===== src/rtl/rx_drain_ctrl.sv =====
// rtl/rx_drain_ctrl.sv - UART receive drain sequencer with FWFT byte FIFO and saturating error counters
module rx_drain_ctrl #(
  parameter int DEPTH = 4,
  parameter int CNT_W = 8
) (
  input  logic                     clk,
  input  logic                     n_rst,
  input  logic [7:0]               rx_data,
  input  logic                     data_ready,
  input  logic                     overrun_error,
  input  logic                     framing_error,
  output logic                     data_read,
  input  logic                     pop,
  output logic [7:0]               fifo_data,
  output logic                     fifo_empty,
  output logic                     fifo_full,
  output logic [$clog2(DEPTH):0]   fifo_count,
  input  logic                     err_clear,
  output logic [CNT_W-1:0]         overrun_cnt,
  output logic [CNT_W-1:0]         framing_cnt
);

  localparam int AW = $clog2(DEPTH);
  localparam logic [CNT_W-1:0] CNT_MAX = '1;

  typedef enum logic [1:0] {
    IDLE     = 2'd0,
    ACK      = 2'd1,
    WAIT_CLR = 2'd2
  } state_t;

  state_t state;
  state_t state_nxt;

  logic          push;
  logic          do_pop;
  logic [7:0]    mem [DEPTH];
  logic [AW-1:0] rd_ptr;
  logic [AW-1:0] wr_ptr;

  logic ovr_prev;
  logic frm_prev;
  logic ovr_edge;
  logic frm_edge;

  always_ff @(posedge clk) begin
    if (n_rst) begin
      state <= IDLE;
    end else begin
      state <= state_nxt;
    end
  end

  // WAIT_CLR keeps a still-high data_ready from being captured twice
  always_comb begin
    state_nxt = state;
    case (state)
      IDLE:     if (data_ready && !fifo_full) state_nxt = ACK;
      ACK:      state_nxt = WAIT_CLR;
      WAIT_CLR: if (!data_ready) state_nxt = IDLE;
      default:  state_nxt = IDLE;
    endcase
  end

  always_comb begin
    data_read = 1'b0;
    push      = 1'b0;
    case (state)
      IDLE:    push = data_ready && !fifo_full;
      ACK:     data_read = 1'b1;
      default: ;
    endcase
  end

  assign fifo_empty = (fifo_count == '0);
  assign fifo_full  = (fifo_count == (AW+1)'(DEPTH));
  assign do_pop     = pop && !fifo_empty;
  assign fifo_data  = mem[rd_ptr];

  always_ff @(posedge clk) begin
    if (push && !n_rst) begin
      mem[wr_ptr] <= rx_data;
    end
  end

  always_ff @(posedge clk) begin
    if (n_rst) begin
      rd_ptr     <= '0;
      wr_ptr     <= '0;
      fifo_count <= '0;
    end else begin
      if (push)   wr_ptr <= wr_ptr + AW'(1);
      if (do_pop) rd_ptr <= rd_ptr + AW'(1);
      case ({push, do_pop})
        2'b10:   fifo_count <= fifo_count + (AW+1)'(1);
        2'b01:   fifo_count <= fifo_count - (AW+1)'(1);
        default: fifo_count <= fifo_count;
      endcase
    end
  end

  assign ovr_edge = overrun_error && !ovr_prev;
  assign frm_edge = framing_error && !frm_prev;

  // A clear coinciding with an edge still records that edge
  always_ff @(posedge clk) begin
    if (n_rst) begin
      ovr_prev    <= 1'b0;
      frm_prev    <= 1'b0;
      overrun_cnt <= '0;
      framing_cnt <= '0;
    end else begin
      ovr_prev <= overrun_error;
      frm_prev <= framing_error;
      if (err_clear) begin
        overrun_cnt <= ovr_edge ? CNT_W'(1) : '0;
        framing_cnt <= frm_edge ? CNT_W'(1) : '0;
      end else begin
        if (ovr_edge && overrun_cnt != CNT_MAX) overrun_cnt <= overrun_cnt + CNT_W'(1);
        if (frm_edge && framing_cnt != CNT_MAX) framing_cnt <= framing_cnt + CNT_W'(1);
      end
    end
  end

endmodule


===== config.mk =====
export PLATFORM = sky130hd
export DESIGN_NAME = rx_drain_ctrl
export DESIGN_NICKNAME = d
export VERILOG_FILES = /design/src/rtl/rx_drain_ctrl.sv
export SDC_FILE = /design/constraint.sdc
export NUM_CORES = 1
export LEC_CHECK = 0
export ABC_AREA = 1
export BUFFER_PORTS_ARGS = -buffer_cell sky130_fd_sc_hd__buf_2
export CAP_MARGIN = 20
export CORE_ASPECT_RATIO = 0.9
export CORE_MARGIN = 2
export CORE_UTILIZATION = 45
export CTS_BUF_LIST = sky130_fd_sc_hd__clkbuf_2
export CTS_CLUSTER_DIAMETER = 100
export DETAILED_ROUTE_END_ITERATION = 8
export PLACE_DENSITY = 0.69
export SLEW_MARGIN = 10
export SYNTH_ARGS = -nofsm -noshare
export SYNTH_HDL_FRONTEND = slang
export SYNTH_SLANG_ARGS = --single-unit

===== constraint.sdc =====
create_clock -name clk -period 1.72 [get_ports clk]
set_input_delay 0.344 -clock clk [delete_from_list [all_inputs] [get_ports clk]]
set_output_delay 0.344 -clock clk [all_outputs]
set_load 0.01 [all_outputs]

==> run_results.csv, run 1 <==
group,metric,value,unit
drt,routed_wl,5657,um
floorplanning,design.core.area,5725,sq um
floorplanning,fp.dieW,85.41,um
critical_path,critPathMaxFanout,8,
synthesis,syn_nets,314,
critical_path,crit_type,"reg2out",
drt,vias,2186,
synthesis,netlist_top_cells_count,"42 x inv_1, 38 x nor2_1, 36 x nand2_1",
layout,fillerInstances,487,
global_routing,grt_max_degree,17,
global_routing,antenna_found_initial,0,
synthesis,synthCells,291,
critical_path,cpPeakStageDelay,0.45,ns
power,power_density,1219,nW/um^2
synthesis,synth_cell_types,20,
drt,wire_per_inst,12.68,um
synthesis,synth_top_area_frac,0.3580,
clock_tree,clockRootBuffer,"clkbuf_2",
sta,slew_viol_final,0,
sta,tightest_slew,0.2861,ns
layout,n_antenna_cell,0,
global_routing,grt_pass1_wl,8680,um
clock_tree,cts_tree,"done",
sta,relSlewSlack,0.8090,
critical_path,start_kind,"flip-flop",
critical_path,arrival,1.49,ns
synthesis,async_flop_share,0,
synthesis,avgSynthCellArea,9.223,sq um
power,p_leak,1.425,nW
floorplanning,die_area,6599,sq um
synthesis,ys_ff_latch,61,
global_routing,gr-total-overflow,0,
synthesis,synthesis.area,2684,sq um
critical_path,cp_cell_sequence,"buf_8 -> o21ai_2 -> o22ai_2 -> buf_2",
global_routing,grt_pass1_vias,1958,
floorplanning,core.rowCount,26,
clock_tree,cts_buffers,9,
run_status,status,"complete, but fails checks",
layout,area_growth,30.91,%
sta,finClkSkew,0.02188,ns
floorplanning,die_height,77.27,um
sta,rsz0062_at_grt,"true",
floorplanning,start_util,0.4688,
clock_tree,clkTransAtPathRegs,0.19,ns
synthesis,synth_warnings,0,
sta,fin_crit,1.832,ns
placement,dp_cells,416,
placement,io_buffers,44,
synthesis,ys_seq_area_frac,0.5744,
global_routing,track_usage,0.1716,
drt,vias_per_cell,4.901,
placement,pre_cts_slack,-0.1108,ns
sta,fmax,0.5457,GHz
synthesis,synth-edff-count,32,
layout,finalNonFillerCells,446,
power,max-vdd-ir-drop,1.051,mV
drt,first_pass_iters,4,
synthesis,synth_area_leaders,"edfxtp_1 36%, dfxtp_1 22%, o21ai_0 6.2%",
placement,placed_area,3093,sq um
sta,hold_viol_final,0,
run,cap_violations,0,
layout,drive_above_1_share,0.3750,
placement,detailed_place_hpwl,3664,um
drt,ant_nets,0,
sta,fin_crit_sh,1.065,
clock_tree,cts_num_sinks,61,
critical_path,critical_path.slowest_cell,"dfxtp_4",
synthesis,synth_top_flop_cell,"edfxtp_1",
layout,fin_area,3513,sq um
critical_path,cp.required,1.38,ns
clock_tree,clockBufferDepth,2,
sta,finalSetupViolCount,9,
critical_path,cp-end-kind,"output port",
synthesis,yosysTopAreaCell,"edfxtp_1",
drt,drcViolationCount,0,
placement,gp_congestion,0.8005,
clock_tree,clock_latency,0.49,ns
run_status,violations,"negative setup slack",
drt,drt_iter0_drc,113,
layout,nNetsFinal,394,
sta,final.setup.worst_slack,-0.1124,ns
synthesis,yosysMostFrequentCell,"inv_1",
min_path,holdCritPathClass,"in2reg",
clock_tree,htree_levels,3,
floorplanning,boundaryPins,45,
critical path: cells and delay by family, from the launching register on:
kind	cells	cell delay, ns
AOI/OAI and AO/OA	2	0.24
DFF	1	0.45
buffers and inverters	2	0.31
final timing paths:
| check | start | endpoint | slack (ns) | cells past startpoint |
|---|---|---|---|---|
| setup / recovery | flip-flop | fifo_data[1] | -0.11 | 4 |
| hold / removal | rx_data[2] | mem[3][2] | 0.06 | 1 |
| setup reg to reg | fifo_count[2] | fifo_count[2] | -0.02 | 11 |
| hold reg to reg | rd_ptr[1] | flip-flop | 0.47 | 2 |
metrics by stage:
| stage | hold slack, ns | setup TNS, ns | power, mW | util |
|---|---|---|---|---|
| finish | 0.05677 | -0.6976 | 4.283 | 0.6136 |
| global route | 0.01691 | -1.697 | 4.513 | 0.6136 |
| CTS | 0.02521 | -0.8178 | 4.017 | 0.5841 |
| detailed placement | 0.4605 | -0.1108 | 2.745 | 0.5402 |
| global placement | 0.4503 | -0.003884 | 2.707 | 0.5402 |
| floorplan | 0.4329 | 0 | 2.331 | - |
cells in the final DEF (no fill, tap or decap), drive strengths merged:
cell / synthesis / layout
buf: 4 / 71
nor2: 45 / 45
inv: 43 / 44
nand2: 44 / 44
o21ai: 33 / 33
edfxtp: 32 / 32
dfxtp: 29 / 29
a21oi: 24 / 24
nand3: 17 / 17
clkbuf: 0 / 10
o22ai: 8 / 8
ha: 7 / 7
clkinv: 0 / 4
nor3: 3 / 3
bufinv: 0 / 2
o21bai: 1 / 1
fa: 1 / 1
clkinvlp: 0 / 1
kinds of logic (layout without fill, tap and decap cells):
family                   after synthesis  count (layout)  share of synthesized area
AO/OA/AOI/OAI                         66              66                     0.1291
adder cells (fa/ha/maj)                8               8                    0.04009
buffers and inverters                 47             132                    0.06760
flip-flops                            61              61                     0.5744
AND/OR/NAND/NOR                      109             109                     0.1888
flip-flops by register name (all words and copies together), names as in the netlist, named ones only:
register and flops:
rd_ptr 2, frm_prev 1, fifo_count 3, overrun_cnt 8
framing_cnt 8, state 2, ovr_prev 1, mem 32
wr_ptr 2
what timing repair did:
action | CTS | global route
pin swaps | 5 | 20
cloned | 0 | 2
endpoints found under the setup margin | 9 | 42
gates resized for setup | 29 | 34
endpoints found under the hold margin | 0 | 0
buffers inserted | 6 | 6
hold buffers | 0 | 0
layout make-up:
type | count | area [sq um] | area share
timing repair inverter | 1 | 5.005 | 0.001425
timing repair buffer | 72 | 478.0 | 0.1360
clock inverter | 7 | 98.84 | 0.02813
inverter | 43 | 176.4 | 0.05021
multi-input combinational | 183 | 1069 | 0.3041
clock buffer | 9 | 45.04 | 0.01282
sequential | 61 | 1554 | 0.4423
tap | 70 | 87.58 | 0.02493
where the power goes:
group | switching, mW | total [mW] | leakage (nW) | internal (mW)
combinational | 0.749 | 1.46 | 0.813 | 0.713
sequential | 0.107 | 1.77 | 0.529 | 1.67
clock | 0.560 | 1.05 | 0.0825 | 0.488
total | 1.42 | 4.28 | 1.42 | 2.87
layer usage:
layer  track usage  up-vias  wire length, um
met2        0.2781       50             2742
met3       0.05705       10              277
met5             0        -                0
met4       0.06032        0               99
met1        0.2142      995             2538
li1              -     1131                -
Power figures use the tool's default switching activity.
==> inputs of run 2 (changes only) <==
ABC_AREA = unset   (was 1)
==> run_results.csv, run 2 <==
group,metric,value,unit
synthesis,yosysMostFrequentCell,"edfxtp_1",
placement,detailed_place_hpwl,3210,um
global_routing,grt_use_met1,0.1742,
critical_path,worst-r2r-cell-count,8,
critical_path,crit-reg2reg-launch,"fifo_count[2]",
drt,drt_iter0_drc,107,
global_routing,grt_max_degree,18,
run_status,status,"complete, but fails checks",
sta,hold_viol_final,0,
synthesis,synthesis.area,2569,sq um
layout,n_antenna_cell,0,
placement,placed_area,2988,sq um
sta,fin_crit_sh,1.148,
sta,fmax,0.5066,GHz
floorplanning,design.core.area,5595,sq um
clock_tree,cts_tree,"done",
clock_tree,cts_buffers,9,
floorplanning,boundaryPins,45,
global_routing,grt_pass1_vias,1613,
synthesis,ys_ff_latch,61,
power,power_density,1216,nW/um^2
sta,finalSetupViolCount,43,
critical_path,cp-end-kind,"flip-flop",
floorplanning,core.rowCount,26,
power,max-vdd-ir-drop,0.6728,mV
placement,io_buffers,44,
layout,mostFrequentLayoutCell,"buf_2",
min_path,holdCritPathClass,"in2reg",
clock_tree,clockRootBuffer,"clkbuf_2",
sta,final.setup.worst_slack,-0.2541,ns
floorplanning,die_area,6329,sq um
min_path,min_from,"rx_data[0]",
critical_path,start_kind,"flip-flop",
layout,top_regs,"mem x32, framing_cnt x8, overrun_cnt x8",
critical_path,worstReg2RegEnd,"fifo_count[2]",
floorplanning,die_height,75.68,um
drt,routed_wl,4565,um
sta,finClkSkew,0.02381,ns
critical_path,critPathMaxFanout,2,
drt,drcViolationCount,0,
sta,slew_viol_final,0,
critical_path,crit_type,"reg2reg",
floorplanning,fp.dieW,83.64,um
synthesis,synth-edff-count,32,
synthesis,avgSynthCellArea,12.84,sq um
sta,rsz0062_at_grt,"true",
min_path,whs_endpoint,"mem[2][0]",
critical_path,arrival,2.36,ns
global_routing,track_usage,0.1538,
synthesis,synth_cell_types,42,
layout,layout_common_cells,"39 x buf_2, 32 x edfxtp_1, 23 x dfxtp_1",
drt,vias,1735,
layout,regMostFlops,"mem",
synthesis,synthCells,200,
synthesis,syn_nets,223,
drt,vias_per_cell,5.118,
clock_tree,cts_num_sinks,61,
run_status,violations,"negative setup slack",
global_routing,gr-max-usage-layer,"met2",
synthesis,async_flop_share,0,
run,cap_violations,0,
layout,area_growth,25.28,%
synthesis,synth_top_flop_cell,"edfxtp_1",
global_routing,gr-total-overflow,0,
synthesis,netlist_top_cells_count,"32 x edfxtp_1, 29 x dfxtp_1, 18 x nor2_1",
min_path,hold-path-cell-count,1,
clock_tree,clockBufferDepth,2,
sta,relSlewSlack,0.7517,
clock_tree,htree_levels,3,
clock_tree,clock_latency,0.46,ns
drt,first_pass_iters,4,
global_routing,gr-usage-met2,0.2720,
clock_tree,clkTransAtPathRegs,0.18,ns
sta,fin_crit,1.974,ns
clock_tree,ctsHoldBuffers,0,
power,p_leak,1.265,nW
synthesis,ys_seq_area_frac,0.6001,
placement,pre_cts_slack,-0.3352,ns
synthesis,synth_area_leaders,"edfxtp_1 37%, dfxtp_1 23%, mux4_2 7.0%",
synthesis,synth_top_area_frac,0.3741,
placement,gp_congestion,0.8489,
global_routing,grt_pass1_wl,7452,um
global_routing,antenna_found_initial,0,
global_routing,met3_usage,0.06392,
drt,wire_per_inst,13.47,um
sta,tightest_slew,0.3725,ns
critical_path,rrSetupSlack,-0.25,ns
layout,nNetsFinal,287,
layout,largest_register_ffs,32,
synthesis,synth_warnings,0,
layout,drive_above_1_share,0.3903,
critical_path,cp.required,2.10,ns
floorplanning,start_util,0.4591,
drt,ant_nets,0,
layout,fin_area,3218,sq um
synthesis,yosysTopAreaCell,"edfxtp_1",
==> run 2: cell types whose count changed after synthesis, sizes merged, moves of 4 or more <==
cell	delta
mux4	+8
nand3	-11
mux2i	+4
a21oi	-16
nor2b	+4
nand2	-37
o21ai	-25
xor2	+7
clkbuf	+4
nor2	-26
and2	+6
o22ai	-8
inv	-35
==> run 2: timing repair <==
| action | in CTS | in global routing |
|---|---|---|
| endpoints found under the setup margin | 43 | 45 |
| pin swaps | 2 | 2 |
| gates resized for setup | 6 | 12 |
| buffers inserted | 1 | 2 |
==> run 2: power breakdown <==
part           internal [mW]  switching (mW)  total [mW]
Sequential              1.67          0.0835        1.75
Combinational          0.667           0.502        1.17
Clock                  0.488           0.507       0.995
Total                   2.82            1.09        3.91
==> run 2: worst max-delay path by stage <==
stage                   from       endpoint  slack [ns]  cells past startpoint
5_1_grt            flip-flop   fifo_data[4]       -0.33                      3
6_report       fifo_count[2]  fifo_count[2]       -0.25                      8
3_3_place_gp   fifo_count[2]  fifo_count[2]       -0.30                      8
3_5_place_dp   fifo_count[2]  fifo_count[2]       -0.34                      8
2_1_floorplan  fifo_count[2]  fifo_count[2]       -0.39                      9
4_1_cts            flip-flop   fifo_data[2]       -0.30                      3
==> run 2: cells by family (layout without fill, tap and decap cells) <==
family,count (synthesis),count (layout),synth area share
AOI/OAI and AO/OA,29,29,0.07063
xor gates and xnor gates,9,9,0.03069
adders and majority gates,8,8,0.04189
buffers and inverters,15,84,0.02581
DFF,61,61,0.6001
muxes,12,12,0.08573
and+or+nand+nor,66,66,0.1452
==> run 2: final cells by class <==
class	count	area, sq um
Sequential cell	61	1551
Fill cell	476	2377
Timing Repair Buffer	60	390.4
Tap cell	70	87.58
Inverter	8	30.03
Clock buffer	10	50.05
Multi-Input combinational cell	124	1021
Clock inverter	6	87.58
==> run 2: stage by stage <==
step                setup TNS (ns)  hold slack (ns)  instances  power [mW]    util
finish                      -6.739          0.09102        339       3.914  0.5751
global route                -9.298          0.01373        339       4.135  0.5751
CTS                         -4.247          0.02166        338       3.868  0.5635
detailed placement          -6.068           0.5112        321       2.810  0.5340
global placement            -5.519           0.5029        321       2.789  0.5340
floorplan                   -2.214           0.4429        200       2.418       -
==> run 2: metal layers <==
| layer | vias up | wire (um) | part of all wire |
|---|---|---|---|
| met2 | 47 | 2278 | 0.50 |
| met5 | - | 0 | 0 |
| li1 | 871 | - | - |
| met4 | 0 | 38 | 0.0083 |
| met3 | 5 | 251 | 0.055 |
| met1 | 812 | 1996 | 0.44 |
==> run 2: critical path, cell delays in order (launching register included) <==
cell	delay, ns
dfxtp_4	0.37
nor3b_4	0.15
or4b_4	0.50
ha_4	0.18
inv_2	0.05
fa_2	0.19
xor2_1	0.06
or3_1	0.30
a21oi_1	0.12
==> inputs of run 3 (changes only) <==
CTS_BUF_LIST = sky130_fd_sc_hd__clkbuf_2 sky130_fd_sc_hd__clkbuf_4 sky130_fd_sc_hd__clkbuf_8   (was sky130_fd_sc_hd__clkbuf_2)
==> run_results.csv, run 3 (same netlist as run 2, synthesis figures left out) <==
group,metric,value,unit
run_status,status,"complete, but fails checks",
run_status,violations,"negative setup slack",
clock_tree,cts_tree,"done",
clock_tree,cts_buffers,9,
sta,tightest_slew,0.3751,ns
sta,relSlewSlack,0.7500,
layout,top_regs,"mem x32, framing_cnt x8, overrun_cnt x8",
floorplanning,boundaryPins,45,
drt,vias_per_cell,5.100,
layout,drive_above_1_share,0.3778,
clock_tree,clock_latency,0.34,ns
drt,wire_per_inst,13.75,um
run,cap_violations,0,
power,clkPwrFrac,0.324,
layout,nNetsFinal,288,
floorplanning,die_area,6329,sq um
min_path,min_from,"rx_data[1]",
drt,routed_wl,4675,um
floorplanning,start_util,0.4591,
global_routing,grt_pass1_wl,7527,um
critical_path,rrSetupSlack,-0.23,ns
critical_path,crit-reg2reg-launch,"fifo_count[2]",
critical_path,start_kind,"flip-flop",
global_routing,grt_max_degree,18,
min_path,holdCritPathClass,"in2reg",
global_routing,grt_pass1_vias,1639,
power,netSwitchingFraction,0.2641,
sta,hold_viol_final,0,
global_routing,gr-total-overflow,0,
drt,vias,1734,
layout,largest_register_ffs,32,
sta,rsz0062_at_grt,"true",
power,p_switching,1.126,mW
critical_path,worst-r2r-cell-count,8,
drt,first_pass_iters,4,
placement,dp_cells,321,
critical_path,critPathMaxFanout,2,
layout,regMostFlops,"mem",
min_path,whs_endpoint,"mem[1][1]",
layout,n_antenna_cell,0,
sta,finClkSkew,0.006395,ns
global_routing,track_usage,0.1561,
critical_path,arrival,2.21,ns
layout,finalNonFillerCells,340,
placement,io_buffers,44,
layout,area_growth,27.67,%
sta,fin_crit_sh,1.135,
power,power_density,1300,nW/um^2
placement,pre_cts_slack,-0.3352,ns
placement,detailed_place_hpwl,3210,um
global_routing,antenna_found_initial,0,
clock_tree,htree_levels,3,
power,pwr-share-comb,0.266,
drt,drt_iter0_drc,122,
layout,mostFrequentLayoutCell,"buf_2",
power,internal-power,3.138,mW
drt,ant_nets,0,
min_path,hold-path-cell-count,1,
sta,fin_crit,1.951,ns
placement,gp_congestion,0.8489,
sta,fmax,0.5124,GHz
clock_tree,clockRootBuffer,"clkbuf_8",
power,pwr-share-seq,0.410,
clock_tree,clockBufferDepth,2,
critical_path,cp.required,1.98,ns
floorplanning,design.core.area,5595,sq um
power,max-vdd-ir-drop,0.7414,mV
clock_tree,cts_num_sinks,61,
clock_tree,clkTransAtPathRegs,0.07,ns
sta,finalSetupViolCount,43,
critical_path,worstReg2RegEnd,"fifo_count[2]",
sta,slew_viol_final,0,
power,p_leak,1.293,nW
drt,drcViolationCount,0,
floorplanning,die_height,75.68,um
layout,layout_common_cells,"40 x buf_2, 32 x edfxtp_1, 24 x dfxtp_1",
sta,final.setup.worst_slack,-0.2314,ns
floorplanning,fp.dieW,83.64,um
floorplanning,core.rowCount,26,
critical_path,crit_type,"reg2reg",
critical_path,cp-end-kind,"flip-flop",
==> run 3: changes by cell type in the layout (fill, tap and decap cells not counted), sizes merged <==
cell | before | now
buf | 60 | 61
==> run 3: layout make-up <==
type / instances / area, sq um
clock buffers: 10 / 131.4
clock inverters: 6 / 87.58
fillers: 474 / 2316
inverters: 8 / 30.03
multi-input cells: 124 / 1008
flip-flops and latches: 61 / 1550
well taps: 70 / 87.58
repair buffers: 61 / 384.1
==> run 3: routing by layer <==
metal,track usage,share of wire
met1,0.1774,0.43
met2,0.2747,0.51
met3,0.06609,0.052
met4,0.04839,0.0083
met5,0,0
==> run 3: per-stage QoR <==
step                area (sq um)  hold WS (ns)  total power [mW]  utilization  TNS (ns)
floorplan                   2611        0.4429             2.418            -    -2.214
finish                      3279        0.2219             4.264       0.5861    -7.013
CTS                         3252        0.2033             4.278       0.5812    -6.272
global placement            2988        0.5029             2.789       0.5340    -5.519
global route                3279        0.2048             4.483       0.5861    -8.823
detailed placement          2988        0.5112             2.810       0.5340    -6.068
==> run 3: repair_timing <==
item,4_1_cts,5_1_grt
pin swaps,4,3
hold buffers,0,0
hold endpoints to repair,0,0
buffers inserted,2,2
cloned,0,0
setup endpoints to repair,43,45
resized for setup,8,4
==> run 3: worst max-delay path, stage by stage, from the launching register on <==
cell and delay [ns]:
dfxtp_4 0.34, nor3b_4 0.15, or4b_4 0.50, ha_4 0.18
inv_2 0.05, fa_2 0.18, xor2_1 0.06, or3_1 0.30
a21oi_1 0.12
==> run 3: power by group through the flow <==
| stage | Clock, mW | Sequential, mW | Combinational (mW) |
|---|---|---|---|
| final | 1.38 | 1.75 | 1.13 |
| after global routing | 1.49 | 1.76 | 1.23 |
| after CTS | 1.42 | 1.75 | 1.10 |
| after detailed placement | 0 | 1.77 | 1.04 |
| after global placement | 0 | 1.77 | 1.02 |
| after floorplan | 0 | 1.79 | 0.632 |
==> run 3: worst max path at each step <==
stage                     slack [ns]            end     startpoint
final                          -0.23  fifo_count[2]  fifo_count[2]
after global routing           -0.30  fifo_count[2]  fifo_count[2]
after CTS                      -0.24  fifo_count[2]  fifo_count[2]
after detailed placement       -0.34  fifo_count[2]  fifo_count[2]
after global placement         -0.30  fifo_count[2]  fifo_count[2]
after floorplan                -0.39  fifo_count[2]  fifo_count[2]
